--- src/rtl/countdown_timer.sv ---
// countdown_timer: loadable multi-digit BCD down-counter.
// A prescaler divides clk_i down to one decrement every TICK_DIV cycles while
// running. Digits borrow LSD-first, and the decrement that reaches all-zero
// parks the timer in DONE with a one-cycle zero strobe. All outputs are
// registered, and running_o is decoded from the state register only.
module countdown_timer #(
  parameter int TICK_DIV = 500000,
  parameter int DIGITS   = 4
) (
  input  logic                  clk_i,
  input  logic                  res_i,
  input  logic                  load_i,
  input  logic [4*DIGITS-1:0]   load_val_i,
  input  logic                  start_i,
  input  logic                  stop_i,
  output logic [4*DIGITS-1:0]   digits_o,
  output logic                  running_o,
  output logic                  zero_stb_o,
  output logic                  tick_o
);

  localparam int DW = 4 * DIGITS;
  localparam int PW = (TICK_DIV > 1) ? $clog2(TICK_DIV) : 1;
  localparam logic [PW-1:0] PRESC_MAX = PW'(TICK_DIV - 1);

  typedef enum logic [1:0] {
    IDLE   = 2'd0,
    RUN    = 2'd1,
    PAUSED = 2'd2,
    DONE   = 2'd3
  } state_t;

  // Saturate every nibble of a raw load word to a legal BCD digit (0..9).
  function automatic logic [DW-1:0] bcd_clamp(input logic [DW-1:0] v);
    logic [DW-1:0] res;
    logic [3:0]    d;
    res = '0;
    for (int k = 0; k < DIGITS; k++) begin
      d = v[4*k +: 4];
      res[4*k +: 4] = (d > 4'd9) ? 4'd9 : d;
    end
    return res;
  endfunction

  // BCD minus one with digit-to-digit borrow; all-zero saturates at zero so
  // the counter can never wrap to 99..9.
  function automatic logic [DW-1:0] bcd_dec(input logic [DW-1:0] v);
    logic [DW-1:0] res;
    logic [3:0]    d;
    logic          borrow;
    res    = v;
    borrow = 1'b1;
    if (v != '0) begin
      for (int k = 0; k < DIGITS; k++) begin
        d = v[4*k +: 4];
        if (borrow) begin
          if (d == 4'd0) begin
            d = 4'd9;
          end else begin
            d      = d - 4'd1;
            borrow = 1'b0;
          end
        end
        res[4*k +: 4] = d;
      end
    end
    return res;
  endfunction

  state_t        r_state;
  logic [DW-1:0] r_digits;
  logic [PW-1:0] r_presc;
  logic          r_zero_stb;
  logic          r_tick;

  state_t        w_state_nx;
  logic [DW-1:0] w_digits_nx;
  logic [PW-1:0] w_presc_nx;
  logic          w_zero_stb_nx;
  logic          w_tick_nx;

  logic [DW-1:0] w_digits_dec;
  logic          w_dec_is_zero;
  logic          w_digits_nz;
  logic          w_presc_wrap;

  assign w_digits_dec  = bcd_dec(r_digits);
  assign w_dec_is_zero = (w_digits_dec == '0);
  assign w_digits_nz   = (r_digits != '0);
  assign w_presc_wrap  = (r_presc == PRESC_MAX);

  // State, value, prescaler and strobe registers; reset overrides everything.
  always_ff @(posedge clk_i) begin
    if (res_i) begin
      r_state    <= IDLE;
      r_digits   <= '0;
      r_presc    <= '0;
      r_zero_stb <= 1'b0;
      r_tick     <= 1'b0;
    end else begin
      r_state    <= w_state_nx;
      r_digits   <= w_digits_nx;
      r_presc    <= w_presc_nx;
      r_zero_stb <= w_zero_stb_nx;
      r_tick     <= w_tick_nx;
    end
  end

  // Next-state logic: load beats stop, stop beats start, in every state.
  always_comb begin
    w_state_nx    = r_state;
    w_digits_nx   = r_digits;
    w_presc_nx    = r_presc;
    w_zero_stb_nx = 1'b0;
    w_tick_nx     = 1'b0;

    if (load_i) begin
      // Load also cancels a terminal tick landing in the same cycle.
      w_digits_nx = bcd_clamp(load_val_i);
      w_presc_nx  = '0;
      w_state_nx  = IDLE;
    end else begin
      case (r_state)
        IDLE: begin
          // Starting from zero is meaningless, so it is silently dropped.
          if (!stop_i && start_i && w_digits_nz) begin
            w_state_nx = RUN;
            w_presc_nx = '0;
          end
        end
        RUN: begin
          if (stop_i) begin
            // Prescaler is frozen so the partial tick survives the pause.
            w_state_nx = PAUSED;
          end else if (w_presc_wrap) begin
            w_presc_nx  = '0;
            w_digits_nx = w_digits_dec;
            w_tick_nx   = 1'b1;
            if (w_dec_is_zero) begin
              w_state_nx    = DONE;
              w_zero_stb_nx = 1'b1;
            end
          end else begin
            w_presc_nx = r_presc + PW'(1);
          end
        end
        PAUSED: begin
          if (!stop_i && start_i) begin
            w_state_nx = RUN;
          end
        end
        DONE: begin
          w_digits_nx = '0;
        end
        default: begin
          w_state_nx = IDLE;
        end
      endcase
    end
  end

  assign digits_o   = r_digits;
  assign running_o  = (r_state == RUN);
  assign zero_stb_o = r_zero_stb;
  assign tick_o     = r_tick;

endmodule

--- config.mk ---
export PLATFORM = sky130hd
export DESIGN_NAME = countdown_timer
export DESIGN_NICKNAME = d
export VERILOG_FILES = /design/src/rtl/countdown_timer.sv
export SDC_FILE = /design/constraint.sdc
export NUM_CORES = 1
export LEC_CHECK = 0
export ABC_AREA = 0
export BUFFER_PORTS_ARGS = -buffer_cell sky130_fd_sc_hd__buf_2
export CAP_MARGIN = 5
export CELL_PAD_IN_SITES_DETAIL_PLACEMENT = 1
export CELL_PAD_IN_SITES_GLOBAL_PLACEMENT = 2
export CORE_MARGIN = 3
export CORE_UTILIZATION = 33
export CTS_CLUSTER_DIAMETER = 150
export CTS_CLUSTER_SIZE = 40
export DETAILED_ROUTE_END_ITERATION = 7
export PLACE_DENSITY_LB_ADDON = 0.1
export SKIP_LAST_GASP = 1
export SYNTH_ARGS = -nofsm -noshare
export SYNTH_HDL_FRONTEND = slang
export SYNTH_SLANG_ARGS = --single-unit
--- constraint.sdc ---
create_clock -name clk_i -period 3.3 [get_ports clk_i]
set_input_delay 0.99 -clock clk_i [delete_from_list [all_inputs] [get_ports clk_i]]
set_output_delay 0.99 -clock clk_i [all_outputs]
set_load 0.005 [all_outputs]
Yosys cells after proc, flatten, opt, wreduce, memory -nomap -nowiden
Cells that the tools add are included.
- flip-flop bits (word level): 39
- bits of input ports: 21
- output and inout port bits: 19
- logic and storage cells: 82
- add/subtract/negate cells: 5
- order comparisons: 4
- equal/unequal tests: 11
- muxes and demuxes: 36
- bitwise gates (word level): 2
- reductions and logical operators: 19
- operators by type and width (kind ; count):
    $mux W16 ; 4
    $mux W19 ; 3
    $mux W4 ; 11
    $pmux W19 S2 ; 1
    $pmux W16 S2 ; 1
    $add A19 B1 Y19 const B ; 1
    $eq A19 B19 Y1 const B ; 1
    $gt A4 B4 Y1 const B ; 4
    $logic_not A16 Y1 ; 1
    $logic_not A4 Y1 ; 4
    $reduce_bool A16 Y1 ; 1
    $sub A4 B1 Y4 const B ; 4
    $mux W1 ; 10
    $mux W2 ; 5
    $ne A3 B2 Y1 const B ; 3
    $ne A2 B2 Y1 const B ; 3
    $pmux W2 S3 ; 1
    $reduce_and A3 Y1 ; 2
    $reduce_bool A3 Y1 ; 2
    $reduce_and A5 Y1 ; 1
    $reduce_or A5 Y1 ; 1
    $eq A2 B2 Y1 const B ; 2
    $reduce_or A4 Y1 ; 1
    $ne A3 B3 Y1 const B ; 1
    other kinds (7) ; 9

Logic depth before layout (Yosys ltp)
- word-level depth: 14
- depth in mapped cells: 9
- depth with buffers taken out: 8

Least setup slack after synthesis
Ideal clock, no wire load.
- path type: register to register
- from: reg r_digits[0] (netlist: digits_o[0])
- to: reg r_digits[10] (netlist: digits_o[10])
- setup time: 0.130 ns
- data arrival time: 2.203 ns
- data required time: 3.170 ns
- slack: 0.967 ns
- cell stages (with the launch flop): 8
- buffers on the path: 0
- period minus slack after synthesis: 2.333 ns
- cell sequence: dfxtp_1 inv_1 ha_1 or4b_4 or4_4 a211o_1 a22oi_1 nor3_2
- cells in the longest elaborated chain, start to end: 11
- elaborated cells between the ends (all ways): 12
- those cells by class: 10 x mux; 2 x reduce/logical
- RTL lines (element ; line ; text):
    start: declaration ; 71 ; logic [DW-1:0] r_digits;
    start signal: assignment ; 102 ; r_digits <= w_digits_nx;
    $logic_not A4 Y1 ; 57 ; if (d == 4'd0) begin
    $mux W1 ; 57 ;
    $mux W1 ; 53 ; if (v != '0) begin
    $mux W1 ; 56 ; if (borrow) begin
    $mux W1 ; 53 ;
    $mux W4 ; 56 ;
    $mux W16 (*) ; 53 ;
    $mux W16 (*) ; 135 ; end else if (w_presc_wrap) begin
    $mux W16 (*) ; 132 ; if (stop_i) begin
    $pmux W16 S2 (*) ; 123 ; case (r_state)
    $mux W16 (*) ; 117 ; if (load_i) begin
Every way passes the cells marked *; elsewhere a longest branch is shown, timed or not. The select of a mux whose other input is x is not followed.
A chain may end at the register's enable or synchronous reset.

Final worst setup path
- from: reg r_digits[0] (netlist: digits_o[0])
- to: reg r_zero_stb (netlist: zero_stb_o)
- cells in the longest elaborated chain, start to end: 11
- elaborated cells between the ends (all ways): 16
- those cells by class: 1 x add/sub; 12 x mux; 3 x reduce/logical
- RTL lines (element ; line ; text):
    $logic_not A4 Y1 ; 57 ;
    $mux W1 ; 57 ;
    $mux W1 ; 53 ;
    $mux W1 ; 56 ;
    $mux W1 ; 53 ;
    $mux W1 ; 56 ;
    $mux W1 ; 53 ;
    $mux W4 ; 56 ;
    $mux W16 (*) ; 53 ;
    $logic_not A16 Y1 (*) ; 88 ; assign w_dec_is_zero = (w_digits_dec == '0);
    $mux W1 (*) ; 139 ; if (w_dec_is_zero) begin
    end signal: assignment ; 104 ; r_zero_stb <= w_zero_stb_nx;
    end: declaration ; 73 ; logic r_zero_stb;
Marks and branches as above.

==> summary.md <==
| Metric | Value |
|---|---|
| Dpl ws | `0.671 ns` |
| Syn_nets | `338` |
| HP Class | `flop to flop` |
| Setup Viol. Count Final | `0` |
| Placed insts | `442` |
| Io pins | `40` |
| Hold_ws | `0.516 ns` |
| Status | `finished, final reports clean` |
| R2r startpoint | `digits_o[0]` |
| Vias in the first global route | `2,430` |
| Setup Buffers After CTS | `0` |
| Distinct cell type count after synthesis | `65` |
| Setup TNS | `0 ns` |
| Max Cap Viol | `0` |
| WHS Endpoint | `r_presc[13]` |
| Worst-Margin Slew | `0.625 ns` |
| Area of the die | `8790 sq um` |
| Cells resized by post-CTS repair | `0` |
| Layout net count | `374` |
| Clock buffer depth | `2` |
| DRT Pass-1 Iters | `4` |
| Main flop type after synthesis | `dfxtp_1` |
| Reg2Reg Setup Slack | `0.62 ns` |
| IO buf count | `39` |
| GRT met1 Usage | `30.1%` |
| Compound-Gate Fraction of Synth Area | `28.5%` |
| DRC viols | `0` |
| Top cell type's share of synthesized area | `30.7%` |
| Vias per Instance | `5.82` |
| Initial antenna violation count | `0` |
| Fraction of synthesized area in multiplexers | `0.787%` |
| Xor/xnor share of the synthesized area | `2.07%` |
| Avg WL per Cell | `18.1 microns` |
| Cells taking the most area after synthesis | `dfxtp_1 (31%), o21ai_0 (5.1%), a21oi_1 (3.5%), nor2_1 (3.5%), nand2_1 (3.2%)` |
| Final WL | `8.12 mm` |
| Adder-Cell Fraction of Synth Area | `1.48%` |
| Post-Synth Simple-Gate Area | `32.0%` |
| Part of the Yosys area used for sequential elements | `30.7%` |
| Worst skew pair latency | `0.30 ns` |
| Cell area power density | `366 nW/um^2` |
| CTS tree | `yes` |
| Clk sinks | `39` |
| WP data arrival | `2.89 ns` |
| Core footprint | `7370 sq um` |
| Finished Layout Cells | `449` |
| Clock-pin slew on the worst setup and hold paths | `0.08 ns` |
| Syn avg cell area | `8.10 sq um` |
| Syn Std Cell Area | `2540 sq um` |
| Clock buffer count from CTS | `5` |
| Post-synth top area cell | `dfxtp_1` |
| Cells after synthesis | `314` |
| FFs w/ async S/R, synth | `0%` |
| Met2 global-route usage | `25.3%` |
| Pin count of the biggest net entering global routing | `20` |
| Achievable frequency | `373 MHz` |
| Maximum vdd ir drop | `0.000132 V` |
| Ant diodes | `0` |
| Worst Setup End Kind | `flop` |
| Crit share post-route | `81.3%` |
| Std cell rows | `31` |
| R2R depth | `8` |
| GRT met3 Usage | `3.29%` |
| Yosys Warn Count | `0` |
| RSZ-0062 raised after global routing | `false` |
| Hold path start | `r_presc[13]` |
| Die Width | `93.8 microns` |
| Remaining Overflow, GRT | `0` |
| Final hold viol count | `0` |
| Initial core utilization | `34.5%` |
| Crit-path max FO | `10` |
| Max Slew Vio Count | `0` |
| Hpwl dp | `6.09 mm` |
| Post-cts hold buffer count | `0` |
| Via count | `2,611` |
| Fin crit period | `2.68 ns` |
| Critical path data required time | `3.51 ns` |
| Layout Skew | `0.00728 ns` |
| Root Buffer | `clkbuf_8` |
| Post-synthesis register bit count | `39` |
| Largest family of logic cells by synthesized area | `simple AND/OR/NAND/NOR gates` |
| Startpoint type of the worst setup path | `flop` |
| Worst setup margin | `0.618 ns` |
| Post-route ant nets | `0` |
| Synth-to-Final Area Change | `14.7%` |
| Hold Path Stages | `2` |
| Slew HR | `57.8%` |
| Post-synth EDFFs | `0` |
| Chip height | `93.8 microns` |
| H-tree levels | `2` |
| Fraction of layout cells with a size suffix above 1 | `20.6%` |
| Starting DRT DRC Count | `76` |
| Critical path type | `flop to flop` |
| Routability-driven placement congestion ratio | `0.796` |
| Busiest grt layer | `met1` |
| Global-route wire length before repair | `13.1 mm` |
| Tot GR Track Use | `18.9%` |
| R2r endpoint | `zero_stb_o` |
| Pleak | `1.06 nW` |
## final cells by class
cell class	instances	area (sq um)
fill	944	4450
sequential	39	781
clock inverter	1	5.00
tap	99	124
inverter	11	41.3
multi-input combinational	249	1650
timing repair buffer	44	233
clock buffer	6	82.6
## cell usage after synthesis (all sizes together), types with 4 or more instances
cell type,number
inv,11
and3,4
o21ai,28
o21a,8
xor2,5
or3,8
a21oi,18
nor3b,4
nor3,18
o211ai,8
o41ai,4
nor4,5
o31ai,5
dfxtp,39
nor2,25
a211oi,6
nand3,9
a221oi,7
and2,4
nand2,23
buf,6
nand4,4
nor2b,6
clkbuf,9
## sequential cells by signal, indices dropped and copies added (netlist names)
| signal | cells |
|---|---|
| r_presc | 19 |
| digits_o | 16 |
| r_state | 2 |
| tick_o | 1 |
| zero_stb_o | 1 |
## stage by stage
stage	utilization (%)	total power, mW	area, sq um
after floorplan	-	0.660	2540
final	39.6	1.07	2920
after detailed placement	38.4	0.735	2830
after global routing	39.6	1.13	2920
after global placement	38.4	0.732	2830
after CTS	39.6	1.08	2920
## power by group
group	switching (mW)	leakage, nW	internal [mW]
clock network	0.178	0.0470	0.164
registers	0.0308	0.318	0.484
logic	0.124	0.691	0.0867
total	0.333	1.06	0.735
## cell families (layout without fill, tap and decap cells)
family / after synthesis / after routing
xor gates and xnor gates: 6 / 6
buffers and inverters: 26 / 62
AOI/OAI and AO/OA: 106 / 106
and+or+nand+nor: 132 / 132
DFF: 39 / 39
muxes: 2 / 2
adders and majority gates: 3 / 3
## layer usage
metal	wire length, microns	vias to the layer above
li1	-	1276
met1	4430	1275
met2	3230	51
met3	369	9
met4	93	0
met5	0	-
## how the worst max path moves through the flow
stage	depth (start not counted)	start	end
6_report	8	digits_o[0]	zero_stb_o
4_1_cts	8	digits_o[0]	zero_stb_o
3_3_place_gp	8	digits_o[0]	zero_stb_o
3_5_place_dp	8	digits_o[0]	zero_stb_o
5_1_grt	8	digits_o[0]	zero_stb_o
2_1_floorplan	7	digits_o[0]	digits_o[10]
## cell usage in the layout, fill, tap and decap left out, types with 3 or more instances in the layout
master,synthesis,final
a211oi_1,6,6
a21oi_1,18,18
a221oi_1,7,7
a31oi_1,3,3
and3_1,4,4
buf_2,5,39
buf_4,0,5
clkbuf_8,0,6
dfxtp_1,39,39
ha_1,3,3
inv_1,11,11
nand2_1,22,22
nand2b_1,3,3
nand3_1,8,8
nand3b_1,3,3
nand4_1,4,4
nor2_1,24,24
nor2b_1,6,6
nor3_1,15,15
nor3_2,3,3
nor3b_1,4,4
nor4_1,3,3
o211ai_1,8,8
o21a_1,8,8
o21ai_0,26,26
o31ai_1,4,4
o41ai_1,4,4
or3_1,8,8
xor2_1,5,5
## worst max-delay path, stage by stage, from the launching register on
cell and delay (ns):
dfxtp_1 0.36, inv_1 0.18, ha_1 0.23, nor4b_4 0.36, nand2_2 0.23, nor2_4 0.23, o41ai_1 0.15, or4_4 0.59
nor4b_2 0.25
Note: power is estimated with default switching activity, not from simulation.
